`config.mk`:
```
export PLATFORM = sky130hd
export DESIGN_NAME = pipelined_adder_flat
export DESIGN_NICKNAME = d
export VERILOG_FILES = /design/src/rtl/adder_pkg.sv /design/src/rtl/pipelined_adder_if.sv /design/src/rtl/adder_chunk.sv /design/src/rtl/pipelined_adder.sv /design/src/flat_wrapper.sv
export SDC_FILE = /design/constraint.sdc
export NUM_CORES = 1
export LEC_CHECK = 0
export CAP_MARGIN = 20
export CORE_ASPECT_RATIO = 0.5
export CORE_MARGIN = 3
export CORE_UTILIZATION = 55
export DETAILED_ROUTE_END_ITERATION = 12
export GPL_TIMING_DRIVEN = 0
export HOLD_SLACK_MARGIN = 0.15
export PLACE_DENSITY = 0.8
export SLEW_MARGIN = 20
export SYNTH_ARGS = -nofsm -noshare
export SYNTH_HDL_FRONTEND = slang
export SYNTH_HIERARCHICAL = 1
export SYNTH_SLANG_ARGS = --single-unit
```
`constraint.sdc`:
```
create_clock -name clk -period 4.2 [get_ports clk]
set_input_delay 0.84 -clock clk [delete_from_list [all_inputs] [get_ports clk]]
set_output_delay 0.84 -clock clk [all_outputs]
set_load 0.01 [all_outputs]
```
`src/rtl/adder_pkg.sv`:
```
`default_nettype none
// ============================================================================
// Module      : adder_pkg
// Description : Shared defaults and configuration check for pipelined_adder.
// Revision    : 1.0 - initial release
// ============================================================================
package adder_pkg;

    localparam int DEFAULT_WIDTH  = 16;
    localparam int DEFAULT_STAGES = 4;

    // True when the width/stage pair splits into equal chunks of at least one bit
    function automatic bit cfg_ok(input int width, input int stages);
        return (width >= 2) && (stages >= 1) && (stages <= width) &&
               ((width % stages) == 0);
    endfunction

endpackage
`default_nettype wire

```
`src/rtl/pipelined_adder_if.sv`:
```
`default_nettype none
// ============================================================================
// Module      : pipelined_adder_if
// Description : Operand/result valid-ready bundle for pipelined_adder.
// Revision    : 1.0 - initial release
// ============================================================================
interface pipelined_adder_if #(
    parameter int WIDTH = 16
) ();

    logic             in_valid;
    logic             in_ready;
    logic [WIDTH-1:0] a;
    logic [WIDTH-1:0] b;
    logic             cin;
    logic             out_valid;
    logic             out_ready;
    logic [WIDTH-1:0] sum;
    logic             cout;
    logic             ovf;

    // Producer of operands / consumer of results
    modport master (
        output in_valid, a, b, cin, out_ready,
        input  in_ready, out_valid, sum, cout, ovf
    );

    // The adder itself
    modport slave (
        input  in_valid, a, b, cin, out_ready,
        output in_ready, out_valid, sum, cout, ovf
    );

endinterface
`default_nettype wire

```
`src/rtl/adder_chunk.sv`:
```
`default_nettype none
// ============================================================================
// Module      : adder_chunk
// Description : Combinational CHUNK-bit ripple adder slice with carry-in,
//               carry-out and the carry entering its most significant bit.
// Revision    : 1.0 - initial release
// ============================================================================
module adder_chunk #(
    parameter int CHUNK = 4
) (
    input  wire logic [CHUNK-1:0] a,
    input  wire logic [CHUNK-1:0] b,
    input  wire logic             cin,
    output logic      [CHUNK-1:0] sum,
    output logic                  cout,
    output logic                  carry_msb
);

    logic [CHUNK:0] w_full;

    // One extra bit captures the carry out of the slice
    always_comb begin
        w_full    = {1'b0, a} + {1'b0, b} + {{CHUNK{1'b0}}, cin};
        sum       = w_full[CHUNK-1:0];
        cout      = w_full[CHUNK];
        // sum_i = a_i ^ b_i ^ carry_i, so the carry into the MSB falls out directly
        carry_msb = a[CHUNK-1] ^ b[CHUNK-1] ^ w_full[CHUNK-1];
    end

endmodule
`default_nettype wire

```
`src/rtl/pipelined_adder.sv`:
```
`default_nettype none
// ============================================================================
// Module      : pipelined_adder
// Description : WIDTH-bit adder with carry-in split into STAGES registered
//               ripple chunks, valid/ready on both sides with full
//               backpressure; reports carry-out and signed overflow.
// Revision    : 1.0 - initial release
// ============================================================================
module pipelined_adder
    import adder_pkg::*;
#(
    parameter int WIDTH  = DEFAULT_WIDTH,
    parameter int STAGES = DEFAULT_STAGES
) (
    input wire logic         clk,
    input wire logic         rst,
    pipelined_adder_if.slave bus
);

    localparam int CHUNK = WIDTH / STAGES;

    if (!cfg_ok(WIDTH, STAGES)) begin : g_cfg_err
        $error("pipelined_adder: WIDTH must be >= 2 and a multiple of STAGES");
    end

    // Per-stage registers. Operands are stored pre-shifted so that the bits
    // still to be added always sit at [CHUNK-1:0] for the next stage.
    logic [STAGES-1:0] r_v;
    logic [WIDTH-1:0]  r_sum [STAGES];
    logic [WIDTH-1:0]  r_a   [STAGES];
    logic [WIDTH-1:0]  r_b   [STAGES];
    logic [STAGES-1:0] r_c;
    logic              r_ovf;

    // Stage inputs (what each stage would capture) and chunk results
    logic [STAGES:0]   w_ready;
    logic [STAGES-1:0] w_src_v;
    logic [STAGES-1:0] w_src_c;
    logic [WIDTH-1:0]  w_src_a   [STAGES];
    logic [WIDTH-1:0]  w_src_b   [STAGES];
    logic [WIDTH-1:0]  w_src_sum [STAGES];
    logic [CHUNK-1:0]  w_ca      [STAGES];
    logic [CHUNK-1:0]  w_cb      [STAGES];
    logic [CHUNK-1:0]  w_csum    [STAGES];
    logic [STAGES-1:0] w_cout;
    logic [STAGES-1:0] w_cmsb;
    logic [WIDTH-1:0]  w_nsum    [STAGES];
    logic              w_unused_bits;

    // Backpressure ripples from the output toward the input; bubbles collapse
    always_comb begin
        w_ready[STAGES] = bus.out_ready;
        for (int k = STAGES - 1; k >= 0; k--) begin
            w_ready[k] = !r_v[k] || w_ready[k+1];
        end
    end

    // Select each stage's source: the input port for stage 0, else the prior stage
    always_comb begin
        w_src_v[0]   = bus.in_valid;
        w_src_c[0]   = bus.cin;
        w_src_a[0]   = bus.a;
        w_src_b[0]   = bus.b;
        w_src_sum[0] = '0;
        for (int k = 1; k < STAGES; k++) begin
            w_src_v[k]   = r_v[k-1];
            w_src_c[k]   = r_c[k-1];
            w_src_a[k]   = r_a[k-1];
            w_src_b[k]   = r_b[k-1];
            w_src_sum[k] = r_sum[k-1];
        end
        for (int k = 0; k < STAGES; k++) begin
            w_ca[k] = w_src_a[k][CHUNK-1:0];
            w_cb[k] = w_src_b[k][CHUNK-1:0];
        end
    end

    for (genvar k = 0; k < STAGES; k++) begin : g_chunk
        adder_chunk #(
            .CHUNK (CHUNK)
        ) u_chunk (
            .a         (w_ca[k]),
            .b         (w_cb[k]),
            .cin       (w_src_c[k]),
            .sum       (w_csum[k]),
            .cout      (w_cout[k]),
            .carry_msb (w_cmsb[k])
        );
    end

    // Merge each chunk result into the partial sum carried down the pipe
    always_comb begin
        for (int k = 0; k < STAGES; k++) begin
            w_nsum[k]                  = w_src_sum[k];
            w_nsum[k][k*CHUNK +: CHUNK] = w_csum[k];
        end
    end

    // Only the last stage's carry-into-MSB matters, and its operand registers are never consumed
    always_comb begin
        w_unused_bits = ^r_a[STAGES-1] ^ ^r_b[STAGES-1];
        for (int k = 0; k < STAGES - 1; k++) begin
            w_unused_bits = w_unused_bits ^ w_cmsb[k];
        end
    end

    // Stage registers advance only when ready; data loads only with a valid op
    always_ff @(posedge clk) begin
        if (rst) begin
            r_v   <= '0;
            r_c   <= '0;
            r_ovf <= 1'b0;
            for (int k = 0; k < STAGES; k++) begin
                r_sum[k] <= '0;
                r_a[k]   <= '0;
                r_b[k]   <= '0;
            end
        end else begin
            for (int k = 0; k < STAGES; k++) begin
                if (w_ready[k]) begin
                    r_v[k] <= w_src_v[k];
                    if (w_src_v[k]) begin
                        r_sum[k] <= w_nsum[k];
                        r_a[k]   <= w_src_a[k] >> CHUNK;
                        r_b[k]   <= w_src_b[k] >> CHUNK;
                        r_c[k]   <= w_cout[k];
                    end
                end
            end
            if (w_ready[STAGES-1] && w_src_v[STAGES-1]) begin
                r_ovf <= w_cmsb[STAGES-1] ^ w_cout[STAGES-1];
            end
        end
    end

    // Results come straight from the last stage's registers
    always_comb begin
        bus.in_ready  = w_ready[0] && !rst;
        bus.out_valid = r_v[STAGES-1];
        bus.sum       = r_sum[STAGES-1];
        bus.cout      = r_c[STAGES-1];
        bus.ovf       = r_ovf;
    end

endmodule
`default_nettype wire

```
`src/flat_wrapper.sv`:
```
// flat-port wrapper written by rule: the top's interface ports become plain ports
module pipelined_adder_flat import adder_pkg::*;
#(
    parameter int WIDTH  = DEFAULT_WIDTH,
    parameter int STAGES = DEFAULT_STAGES
)
  (clk, rst, bus_in_valid, bus_a, bus_b, bus_cin, bus_out_ready, bus_in_ready, bus_out_valid, bus_sum, bus_cout, bus_ovf);
  pipelined_adder_if #(.WIDTH(WIDTH)) bus_i ();
  input wire logic clk;
  input wire logic rst;
  input wire logic [$bits(bus_i.in_valid)-1:0] bus_in_valid;
  input wire logic [$bits(bus_i.a)-1:0] bus_a;
  input wire logic [$bits(bus_i.b)-1:0] bus_b;
  input wire logic [$bits(bus_i.cin)-1:0] bus_cin;
  input wire logic [$bits(bus_i.out_ready)-1:0] bus_out_ready;
  output wire logic [$bits(bus_i.in_ready)-1:0] bus_in_ready;
  output wire logic [$bits(bus_i.out_valid)-1:0] bus_out_valid;
  output wire logic [$bits(bus_i.sum)-1:0] bus_sum;
  output wire logic [$bits(bus_i.cout)-1:0] bus_cout;
  output wire logic [$bits(bus_i.ovf)-1:0] bus_ovf;
  assign bus_i.in_valid = bus_in_valid;
  assign bus_i.a = bus_a;
  assign bus_i.b = bus_b;
  assign bus_i.cin = bus_cin;
  assign bus_i.out_ready = bus_out_ready;
  assign bus_in_ready = bus_i.in_ready;
  assign bus_out_valid = bus_i.out_valid;
  assign bus_sum = bus_i.sum;
  assign bus_cout = bus_i.cout;
  assign bus_ovf = bus_i.ovf;
  pipelined_adder #(.WIDTH(WIDTH), .STAGES(STAGES)) u_core (.clk(clk), .rst(rst), .bus(bus_i));
endmodule
```
Word-level counts from Yosys, hierarchy flattened

Memories as Yosys holds them, arrays and structs flattened.
Cells that the tools add are included.

Bits in registers: 9
RAM bits: 160
Logic and storage cells: 80
Memories: 3

Memories:

| memory       | depth | bits a word | read ports | clocked after Yosys merged registers in | wr ports | line                  | text |
|---|---|---|---|---|---|---|---|
| u_core.r_sum | 4     | 16          | 4          | 0                                       | 4        | pipelined_adder.sv:29 | `logic [WIDTH-1:0] r_sum [STAGES];` |
| u_core.r_a   | 4     | 12          | 3          | 0                                       | 4        | pipelined_adder.sv:30 | `logic [WIDTH-1:0] r_a [STAGES];` |
| u_core.r_b   | 4     | 12          | 3          | 0                                       | 4        | pipelined_adder.sv:31 | `logic [WIDTH-1:0] r_b [STAGES];` |

Add/subtract/negate cells: 8
Muxes and demuxes: 30
Bitwise gates (word level): 15
Reduce and logical (&&, ||, !) cells: 15

Operator list:

| cell                 | count |
|---|---|
| two-way mux 12 bit   | 8 |
| two-way mux 16 bit   | 4 |
| adder 4 x 4 -> 5 bit | 4 |
| adder 5 x 1 -> 5 bit | 4 |
| two-way mux 1 bit    | 18 |
| bitwise OR 1 bit     | 12 |
| AND reduction 2 bit  | 4 |
| logical NOT 1 bit    | 5 |
| logical OR 1 bit     | 4 |
| XOR 1 bit            | 3 |
| logical AND 1 bit    | 2 |

Longest topological paths before layout

Depth after elaboration: 9
Gate-level depth with buffers: 8
Mapped depth without buffers: 8

By module

Netlist, hierarchy kept.

By module, submodules not included:

| module          | instances | cells an instance | area an instance (um2) | sequential area each (um2) |
|---|---|---|---|---|
| pipelined_adder | 1         | 240               | 3702.3                 | 2822.7 |
| adder_chunk     | 4         | 17                | 141.4                  | 0.0 |

Least setup slack after synthesis

Ideal clock, no wire load.

Path kind: in2reg
Start: input port bus_out_ready
End: memory u_core/r_a[0][12] (netlist name) (enable)
Arrival: 2.894 ns
Setup slack: 0.867 ns
Stages on the path: 3
Path through: and4b_1 -> buf_6 -> o21ai_0

RTL lines:

| element         | line                  | text |
|---|---|---|
| start, declared | flat_wrapper.sv:15    | `input wire logic [$bits(bus_i.out_ready)-1:0] bus_out_ready;` |
| end, declared   | pipelined_adder.sv:30 |  |

Worst setup path in the final report

Start: input port bus_out_ready
End: output port bus_in_ready

Longest elaborated chain between the ends: 5

Ends and longest elaborated chain:

| element                        | line                   | text |
|---|---|---|
| logical OR 1 bit (4 in series) | pipelined_adder.sv:54  | `w_ready[k] = !r_v[k] \|\| w_ready[k+1];` |
| logical AND 1 bit              | pipelined_adder.sv:138 | `bus.in_ready = w_ready[0] && !rst;` |
| end, declared                  | flat_wrapper.sv:16     | `output wire logic [$bits(bus_i.in_ready)-1:0] bus_in_ready;` |

Every way passes these cells.

==> results_dict.tcl <==
set metrics [dict create \
    synth_seq_cells 97 \
    path_clk_slew_ns 0.06 \
    die_x_microns 131 \
    nFillCells 496 \
    setup_viol 0 \
    clock_latency_ns 0.33 \
    avgSynthCellArea_sq_um 13.9 \
    wl_microns 6950 \
    syn_inst 308 \
    use_met3 0.0483 \
    drtPass1Iterations 4 \
    place.gp.congestion 0.827 \
    grt_busiest_layer "met2" \
    clkSinkCount 97 \
    cts_setup_buffers 0 \
    hold_viol 0 \
    drive_gt1_frac 0.0759 \
    arrival_ns 2.78 \
    viasPerCell 5.11 \
    io_pins 57 \
    grt_use_met2 0.278 \
    worstMarginPinSlew_ns 1.02 \
    min_period_ns 3.62 \
    grt.total_usage 0.169 \
    crit_buf_inv 4 \
    core_region_area_sq_mm 0.00743 \
    antenna_cells 0 \
    outcome "complete, no violations" \
    port_buffers 55 \
    area_growth_pct 23.3 \
    cts_buffers 9 \
    worst_setup_path_start_kind "input pin" \
    seq_area_frac_synth 0.661 \
    clockBufferDepth 2 \
    critPathMostFrequentCell "clkdlybuf4s50_1" \
    synth_flop_cell "edfxtp_1" \
    cp_cell_sequence "clkdlybuf4s50_1 -> and4b_1 -> buf_6 -> a21oi_2 -> buf_2 -> clkdlybuf4s50_1" \
    fin_skew_ns 0.00690 \
    slowest_stage "clkdlybuf4s50_1" \
    drcViolationCount 0 \
    syn-cell-area_sq_mm 0.00427 \
    synth_nets 365 \
    cp.required_ns 3.36 \
    vdd_drop_max_mv 0.207 \
    grt_start_max_net_pins 29 \
    fin_setup_tns_ns 0 \
    critical_path_class "input pin to primary output" \
    hpwl_microns 5200 \
    whs_ns 0.483 \
    power.leakage_nw 2.12 \
    start_util 0.574 \
    dieArea_sq_mm 0.00892 \
    ys_types 33 \
    fin_crit_sh 0.861 \
    vias 2443 \
    end_kind "primary output" \
    die_h_microns 68.3 \
    synth_edf_count 88 \
    antenna_found_initial 0 \
    max_stage_delay_ns 0.56 \
    nets 434 \
    overflow 0 \
    max-cap-violations 0 \
    drt-wirelength-per-cell_microns 14.5 \
    gr-usage-met1 0.219 \
    layout_setup_ws_ns 0.584 \
    grt_pass1_vias 2357 \
    cts_tree "yes" \
    worst-path-max-fanout 10 \
    critPathTopFamily "buffers and inverters" \
    grt_pass1_wl_microns 11200 \
    rsz0062_at_grt "no" \
    root_buffer "clkbuf_16" \
    htreeDepth 3 \
    place_ws_ns 0.619 \
    cts.repair.resized 0 \
    power_density_mw_per_mm2 399 \
    detail-route-antenna-nets 0 \
    fmax_mhz 277 \
    async_flop_share 0 \
    dr.first_iter.drc_count 190 \
    postCtsHoldBufs 0 \
    rows 22 \
    yosysWarnings 6 \
    slew_violations 0 \
    hp-class "flop to flop" \
    relSlewSlack 0.318 \
]
[cell usage in the layout, fill, tap and decap left out, types with 2 or more instances in the layout]
cell,Yosys,layout
and3_1,28,28
nand2_1,6,6
nor2b_1,5,5
o21ai_2,0,2
buf_6,3,5
clkinv_4,0,3
a21oi_1,11,11
nand3b_1,2,2
xor2_1,4,4
inv_1,20,20
inv_6,0,2
edfxtp_1,88,88
nand2b_1,5,5
fa_1,8,8
clkdlybuf4s50_1,0,55
nor2_1,3,3
nand3_1,6,6
clkbuf_16,0,9
xnor2_1,5,5
clkbuf_1,9,9
and2_1,60,60
o21ai_0,10,7
ha_1,12,12
dfxtp_1,9,9
[path summary, 6_finish.rpt]
path | from | end | slack [ns] | cells past startpoint
setup / recovery | bus_out_ready | bus_in_ready | 0.58 | 6
setup reg to reg | u_core/r_v[3] | u_core/r_a[0][1] | 2.17 | 4
hold reg to reg | u_core/r_c[3] | u_core/r_c[3] | 0.48 | 2
hold / removal | u_core/r_c[3] | u_core/r_c[3] | 0.48 | 2
[flip-flops by register name (all words and copies together), names as in the netlist]
register	flops
u_core/r_a	24
u_core/r_c	4
u_core/r_b	24
u_core/bus.ovf	1
u_core/r_sum	40
u_core/r_v	4
[layer usage]
layer	part of all wire	vias up
li1	-	1219
met4	0.017	0
met3	0.083	13
met1	0.43	1119
met5	0	-
met2	0.47	92
[worst reg2reg max path: stages, from the launching register on]
cell,delay (ns)
dfxtp_1,0.36
and4b_1,0.26
buf_6,0.15
nand2_1,0.07
a21o_1,0.80
[report_power, final]
part           internal [mW]  switching (mW)  leakage (nW)
clock network          0.412           0.340         0.139
registers               1.12          0.0227         0.994
logic                  0.104          0.0998         0.984
total                   1.64           0.462          2.12
[logic make-up after synthesis]
group,share of synthesized area
xor+xnor,0.0185
compound gates,0.0346
flops,0.661
fa+ha+maj,0.0727
buf+inv,0.0358
simple gates,0.177
[synthesized netlist by cell type (2+ instances only)]
| cell | number | area (sq um) |
|---|---|---|
| nor2b_1 | 5 | 31.3 |
| xor2_1 | 4 | 35.0 |
| clkbuf_1 | 9 | 33.8 |
| nand2b_1 | 5 | 31.3 |
| nand3b_1 | 2 | 15.0 |
| dfxtp_1 | 9 | 180 |
| edfxtp_1 | 88 | 2640 |
| and3_1 | 28 | 175 |
| and2_1 | 60 | 375 |
| xnor2_1 | 5 | 43.8 |
| nand2_1 | 6 | 22.5 |
| fa_1 | 8 | 160 |
| buf_6 | 3 | 33.8 |
| ha_1 | 12 | 150 |
| o21ai_0 | 10 | 50.1 |
| a21oi_1 | 11 | 55.1 |
| nor2_1 | 3 | 11.3 |
| nand3_1 | 6 | 30.0 |
| inv_1 | 20 | 75.1 |
[cell type report]
class                           count  area [sq um]  area share
Sequential cell                    97          2820       0.536
Multi-Input combinational cell    177          1300       0.247
Timing Repair Buffer               58           581       0.110
Clock buffer                        9           225      0.0428
Tap cell                           96           120      0.0228
Buffer                             14          77.6      0.0147
Inverter                           20          75.1      0.0143
Clock inverter                      7          62.6      0.0119
[stage by stage]
stage | power (mW) | cell area (sq um) | std cells | utilization
5_1_grt | 2.19 | 5260 | 478 | 0.708
3_5_place_dp | 1.37 | 4980 | 462 | 0.670
2_1_floorplan | 1.27 | 4270 | 308 | -
6_report | 2.10 | 5260 | 478 | 0.708
3_3_place_gp | 1.35 | 4940 | 459 | 0.664
4_1_cts | 2.12 | 5260 | 478 | 0.708
(Power assumes the default switching activity.)
